$ cat src/rtl/regfile_sb.sv
// Integer register file (2R/1W, x0 hardwired to zero) with optional write-to-read
// bypass and a per-register pending-write scoreboard for RAW hazard detection.
module regfile_sb #(
  parameter int XLEN   = 32,
  parameter int NREG   = 32,
  parameter int AW     = 5,
  parameter int BYPASS = 1
) (
  input  logic            clk,
  input  logic            rst_n,
  input  logic            we,
  input  logic [AW-1:0]   waddr,
  input  logic [XLEN-1:0] wdata,
  input  logic [AW-1:0]   raddr1,
  input  logic [AW-1:0]   raddr2,
  output logic [XLEN-1:0] rdata1,
  output logic [XLEN-1:0] rdata2,
  input  logic            rsv_en,
  input  logic [AW-1:0]   rsv_addr,
  input  logic            flush,
  output logic            busy1,
  output logic            busy2,
  output logic            busy_any
);

  logic [XLEN-1:0] regs [NREG];
  logic [NREG-1:0] pend_reg;
  logic [NREG-1:0] pend_next;
  logic            wr_en;
  logic            rsv_ok;
  logic            release_ok;

  // Gating with rst_n keeps the bypass path from leaking wdata while in reset.
  assign wr_en      = we && (waddr != '0) && rst_n;
  assign rsv_ok     = rsv_en && (rsv_addr != '0);
  assign release_ok = wr_en && !(rsv_ok && (rsv_addr == waddr));

  always_ff @(posedge clk or negedge rst_n) begin
    if (!rst_n) begin
      for (int i = 0; i < NREG; i++) begin
        regs[i] <= '0;
      end
    end else if (wr_en) begin
      regs[waddr] <= wdata;
    end
  end

  // Reserve is applied after release so it wins on a same-register collision.
  always_comb begin
    pend_next = pend_reg;
    if (flush) begin
      pend_next = '0;
    end else begin
      if (wr_en && pend_reg[waddr]) begin
        pend_next[waddr] = 1'b0;
      end
      if (rsv_ok) begin
        pend_next[rsv_addr] = 1'b1;
      end
    end
    pend_next[0] = 1'b0;
  end

  always_ff @(posedge clk or negedge rst_n) begin
    if (!rst_n) begin
      pend_reg <= '0;
    end else begin
      pend_reg <= pend_next;
    end
  end

  assign busy_any = |pend_reg;

  for (genvar gi = 0; gi < 2; gi++) begin : g_rd
    logic [AW-1:0]   ra;
    logic [XLEN-1:0] rd;
    logic            bz;

    assign ra = (gi == 0) ? raddr1 : raddr2;

    always_comb begin
      rd = regs[ra];
      bz = pend_reg[ra];
      if (BYPASS != 0) begin
        if (wr_en && (waddr == ra)) begin
          rd = wdata;
        end
        if (flush || (release_ok && (waddr == ra))) begin
          bz = 1'b0;
        end
      end
      if (ra == '0) begin
        rd = '0;
        bz = 1'b0;
      end
    end
  end

  assign rdata1 = g_rd[0].rd;
  assign rdata2 = g_rd[1].rd;
  assign busy1  = g_rd[0].bz;
  assign busy2  = g_rd[1].bz;

endmodule

$ cat config.mk
export PLATFORM = sky130hd
export DESIGN_NAME = regfile_sb
export DESIGN_NICKNAME = d
export VERILOG_FILES = /design/src/rtl/regfile_sb.sv
export SDC_FILE = /design/constraint.sdc
export NUM_CORES = 2
export LEC_CHECK = 0
export CAP_MARGIN = 10
export CORE_ASPECT_RATIO = 0.75
export CORE_MARGIN = 2
export CORE_UTILIZATION = 30
export CTS_CLUSTER_DIAMETER = 120
export DETAILED_ROUTE_END_ITERATION = 10
export GPL_TIMING_DRIVEN = 0
export PLACE_DENSITY = 0.43
export SETUP_SLACK_MARGIN = 0.05
export SYNTH_ARGS = -nofsm -noshare
export SYNTH_HDL_FRONTEND = slang
export SYNTH_SLANG_ARGS = --single-unit
export TNS_END_PERCENT = 50
$ cat constraint.sdc
create_clock -name clk -period 7.5 [get_ports clk]
set_input_delay 1.5 -clock clk [delete_from_list [all_inputs] [get_ports clk]]
set_output_delay 1.5 -clock clk [all_outputs]
set_load 0.05 [all_outputs]
; ---- After elaboration in Yosys (flattened, before gate mapping)
; Cells that the tools add are included.
[totals]
ff_bits = 1055
input_bits = 57
elab_cells = 104
[op_classes]
n_eq_ne = 3
n_mux = 31
reduce_logical = 21
magnitude_cmp = 10
bitwise = 6
[op_table]
columns = operator, n
row1 = 1024-bit bitwise mux, 1
row2 = 32-bit 2-to-1 mux, 13
row3 = 32-bit binary-select mux with 5-bit select, 2
row4 = 32-bit demux with 5-bit select, 1
row5 = 32-bit bitwise AND, 1
row6 = 32-bit inverter, 1
row7 = 32-bit bitwise OR, 1
row8 = 31-bit OR reduction, 1
row9 = "5-bit by 6-bit less-than comparator with 1-bit output, second input constant", 4
row10 = "6-bit >= comparator, second input constant", 3
row11 = 5-bit inverter with 6-bit output, 3
row12 = 1-bit binary-select mux with 5-bit select, 3
row13 = 5-bit equality test, 3
row14 = 1-bit logical AND, 13
row15 = 1-bit demux with 5-bit select, 2
row16 = "5-bit by 1-bit >= comparator with 1-bit output, second input constant", 2
row17 = 5-bit zero test, 2
row18 = 5-bit nonzero test, 2
row19 = 1-bit 2-to-1 mux, 9
row20 = "6-bit by 1-bit less-than comparator with 1-bit output, second input constant", 1
row21 = 1-bit logical OR, 2
row22 = 1-bit zero test, 1

; ---- Logic depth before layout (Yosys ltp)
[logic_depth]
ltp_word = 11
ltp_mapped = 10
ltp_nobuf = 5

; ---- Least setup slack after synthesis
; Ideal clock, no wire load.
[synth_timing]
path_kind = input to output
start = input port waddr[1]
end = output port busy1
path_slack_ns = 1.823
cell_stages = 8
n_path_buf = 3
t_arrival_ns = 4.177
cell_sequence = buf_2 -> buf_4 -> buf_2 -> xnor2_1 -> nand3_1 -> nor4_1 -> nor2_1 -> nor4_1
[synth_between]
elab_chain_len = 8
elab_cells_between_ends = 12
classes_between = eq/ne (2) / mux (2) / reduce/logical (8)
[synth_lines]
columns = item, line
row1 = from (decl), 12  ; input logic [AW-1:0] waddr,
row2 = 5-bit equality test / 5-bit nonzero test (equally long branches), "36, 34"
row3 = "1-bit logical AND, on equally long branches", "36, 34"
row4 = 1-bit zero test / 1-bit logical AND (equally long branches), "36, 34"
row5 = 1-bit logical AND, 36  ; assign release_ok = wr_en && !(rsv_ok && (rsv_addr == waddr));
row6 = 1-bit logical AND *, 88  ; if (flush || (release_ok && (waddr == ra))) begin
row7 = 1-bit logical OR *, 88
row8 = 1-bit 2-to-1 mux *, 88
row9 = 1-bit 2-to-1 mux *, 92  ; if (ra == '0) begin
row10 = to (decl), 21  ; output logic busy1,
; Mark *: on every way between the ends. The rest lies on a longest branch, timed or not.

; ---- Worst setup path in the final report
[layout_timing]
start = input port raddr1[1]
end = output port rdata1[29]
[layout_between]
elab_chain_len = 6
elab_cells_between_ends = 9
classes_between = eq/ne (1) / mux (5) / bitwise (1) / reduce/logical (2)
[layout_lines]
columns = item, line
row1 = from (decl), 14  ; input logic [AW-1:0] raddr1,
row2 = 5-bit inverter with 6-bit output (not written as such), 82  ; rd = regs[ra];
row3 = 32-bit binary-select mux with 5-bit select, 82
row4 = 32-bit 2-to-1 mux (not written as such) (2 in series), 82
row5 = 32-bit 2-to-1 mux, 85  ; if (wr_en && (waddr == ra)) begin
row6 = 32-bit 2-to-1 mux *, 92
row7 = to (decl), 16  ; output logic [XLEN-1:0] rdata1,
; Mark *: on every way between the ends. The rest lies on a longest branch, timed or not. The select of a mux whose other input is x is not followed.

==> flow_metrics.py <==
metrics = {
    "status": {
        "outcome": "finished, violations left",
        "violations": "setup timing",
    },
    "global_routing": {
        "first_global_vias": 39794,
        "grt_pass1_wl_mm": 350,
        "grt_overflow": 0,
        "grt_util_all_layers_pct": 25.9,
        "grt_max_degree": 154,
        "antenna_found_initial": 21,
    },
    "setup_path": {
        "arrival_ns": 6.01,
        "crit_chain": "clkdlybuf4s50_1 > buf_2 > buf_4 > nor2_2 > clkbuf_1 > a221o_1 > o311a_1 > nor3_2 > clkdlybuf4s50_1",
        "cp_max_fo": 10,
        "critPathLaunch": "raddr1[1]",
        "slowest_stage": "clkdlybuf4s50_1",
        "critPathKind": "input pin to output pin",
        "critPathLaunchType": "input pin",
        "r2r-start": "pend_reg[18]",
        "end_kind": "output pin",
        "critical_path.max_stage_delay_ns": 0.93,
        "required_ns": 6.00,
        "crit_top_cell": "clkdlybuf4s50_1",
    },
    "routing": {
        "ant_nets": 0,
        "drtIter0Drc": 4190,
        "num_vias": 40703,
        "wl_mm": 257,
        "first_pass_iters": 6,
        "wl_per_cell_um": 36.5,
        "avgViaCountPerCell": 5.77,
        "drc_errors": 0,
    },
    "cts": {
        "clk_pin_slew_ns": 0.06,
        "root_buffer": "clkbuf_16",
        "cts_buffers": 117,
        "cts_tree": "built",
        "htree_levels": 3,
        "clock_latency_ns": 0.79,
        "cts_sinks": 1055,
        "postCtsSetupBuffers": 0,
        "clockBufferDepth": 3,
    },
    "yosys": {
        "synth_top_family_by_area": "multiplexers",
        "syn_area_sq_mm": 0.0578,
        "syn_avg_cell_area_sq_um": 13.9,
        "synth_compound_area_share_pct": 5.11,
        "ys.flop_type": "dfrtp_1",
        "synthAdderAreaFrac_pct": 0,
        "synth_async_sr_flop_share_pct": 100,
        "synth.most_common_cell": "mux2_2",
        "synth.top_cells.by_count": "1,084 x mux2_2, 1,055 x dfrtp_1, 403 x mux4_2, 242 x nor2_1, 229 x clkbuf_1",
        "synth_top_area_share_pct": 45.7,
        "syn_nets": 4212,
        "synth_top_cells_by_area": "dfrtp_1 46%, mux2_2 21%, mux4_2 16%, o22ai_1 1.7%, nor2_1 1.6%",
        "synthDistinctLibCells": 56,
        "muxShareOfSynthArea_pct": 39.6,
        "yosysWarnings": 0,
        "yosys.area.top_type": "dfrtp_1",
        "synth_xor_area_share_pct": 0.227,
        "synth-seq-area-share_pct": 45.7,
        "synth-simple-area-share_pct": 5.21,
        "syn_inst": 4155,
        "synth-edff-count": 0,
        "synth-seq-cells": 1055,
    },
    "sta": {
        "max_slew_margin_pct": 8.00,
        "fmax_ghz": 0.133,
        "slew_viol_final": 0,
        "setup_viol": 1,
        "tightest_slew_ns": 1.38,
        "hold_viol": 0,
        "finalCriticalPeriod_ns": 7.51,
        "fin_worst_skew_ns": 0.0191,
        "layout_setup_ws_ns": -0.00793,
        "rsz0062_at_grt": "true",
        "tns_ns": -0.00793,
        "finalCritPeriodShare_pct": 100,
        "hold_slack_ns": 0.478,
    },
    "cells_and_area": {
        "stdcell_area_sq_mm": 0.0665,
        "final_layout_size_suffix_gt1_share_pct": 43.7,
        "syn2layout_area_growth_pct": 15.0,
        "largest_reg_flops": 1024,
        "fillers": 18640,
        "nets": 4456,
    },
    "power": {
        "clockPowerShare_pct": 38.2,
        "p_int_mw": 11.5,
        "switching_share_pct": 29.9,
        "combPwrFrac_pct": 19.6,
        "peakVddDrop_mv": 0.223,
        "p_total_mw": 16.4,
        "p_switching_mw": 4.90,
        "powerDensity_mw_per_mm2": 246,
        "p_leak_nw": 29.0,
        "power_frac_seq_pct": 42.2,
    },
    "floorplan": {
        "initial_utilization_pct": 30.2,
        "die_w_um": 511,
        "core-area_sq_mm": 0.191,
        "io_pins": 124,
        "die_h_um": 384,
        "die_area_sq_mm": 0.196,
        "core.rowCount": 139,
    },
    "place": {
        "pre_cts_slack_ns": -0.689,
        "port_buffers": 109,
        "place_congestion": 0.916,
        "postPlaceCellArea_sq_mm": 0.0624,
        "hpwl_mm": 198,
    },
    "job": {
        "maxCapViolCount": 0,
    },
    "hold_path": {
        "min_from": "regs[995]",
        "worstHoldPathType": "register to register",
    },
}
-- placed cells by master, fill, tap and decap left out, types with 14 or more instances in the layout --
cell type        count
mux2_2            1084
dfrtp_1           1055
mux4_2             403
clkbuf_1           249
nor2_1             242
buf_2              157
o22ai_1            154
clkbuf_16          119
clkdlybuf4s50_1    105
mux2i_1             82
mux2_1              69
or4_1               64
a211oi_1            62
nor2b_1             51
buf_4               44
nand3_1             39
nor3_1              38
o221ai_1            32
o21ai_0             31
o311a_1             31
or3_1               30
buf_6               29
nor3_2              28
a221o_1             28
o211a_1             27
nand2_1             23
clkbuf_8            22
clkinv_2            21
diode_2             18
buf_1               17
bufinv_16           14
-- kinds of logic after synthesis --
logic type | after synthesis
buf+inv | 480
flops | 1055
compound gates | 396
simple gates | 571
mux | 1638
xor+xnor | 15
-- final timing paths --
kind,slack [ns],cells past startpoint,to
worst max-delay path,-0.008,9,rdata1[29]
min in group asynchronous,0.73,1,regs[447]
worst min register to register,0.48,1,regs[995]
worst max register to register,5.31,6,pend_reg[11]
max in group asynchronous,3.79,5,regs[676]
worst min-delay path,0.48,1,regs[995]
-- layer usage --
layer  global-route usage (%)  vias to the layer above  share of wire [%]
met5                        0                        -                  0
met4                     6.47                        0                2.7
met3                     8.17                      272                9.7
met2                     36.0                     1668                 41
met1                     38.7                    22231                 47
li1                         -                    16532                  -
-- power groups by stage --
stage	combinational, mW	sequential, mW	clock, mW
2_1_floorplan	2.01	6.81	0
5_1_grt	3.35	7.01	6.59
3_3_place_gp	3.10	7.01	0
3_5_place_dp	3.15	6.99	0
6_report	3.21	6.92	6.26
4_1_cts	3.16	6.90	6.36
-- stage by stage --
stage | utilization (%) | cells
detailed placement | 32.6 | 6818
CTS | 34.7 | 7033
global route | 34.7 | 7035
global placement | 32.4 | 6802
finish | 34.7 | 7051
floorplan | - | 4155
-- layout make-up --
cell class,count,area (sq um),share of cell area (%)
multi-input combinational,2620,29000,43.6
sequential,1055,26400,39.7
antenna,18,45.0,0.0678
buffer,476,2430,3.65
clock inverter,45,622,0.935
inverter,4,15.0,0.0226
clock buffer,170,3390,5.10
timing repair buffer,125,1390,2.09
tap,2538,3180,4.78
-- worst max-delay path, delay by kind of cell --
family                 cells  cell delay, ns
buffers and inverters      5            2.68
AOI/OAI and AO/OA          2            0.95
and+or+nand+nor            2            0.84
-- timing repair --
action / in CTS / in global routing
gates resized for setup: 21 / 4
hold buffers: 0 / 0
endpoints found under the setup margin: 60 / 4
Power figures use the tool's default switching activity.
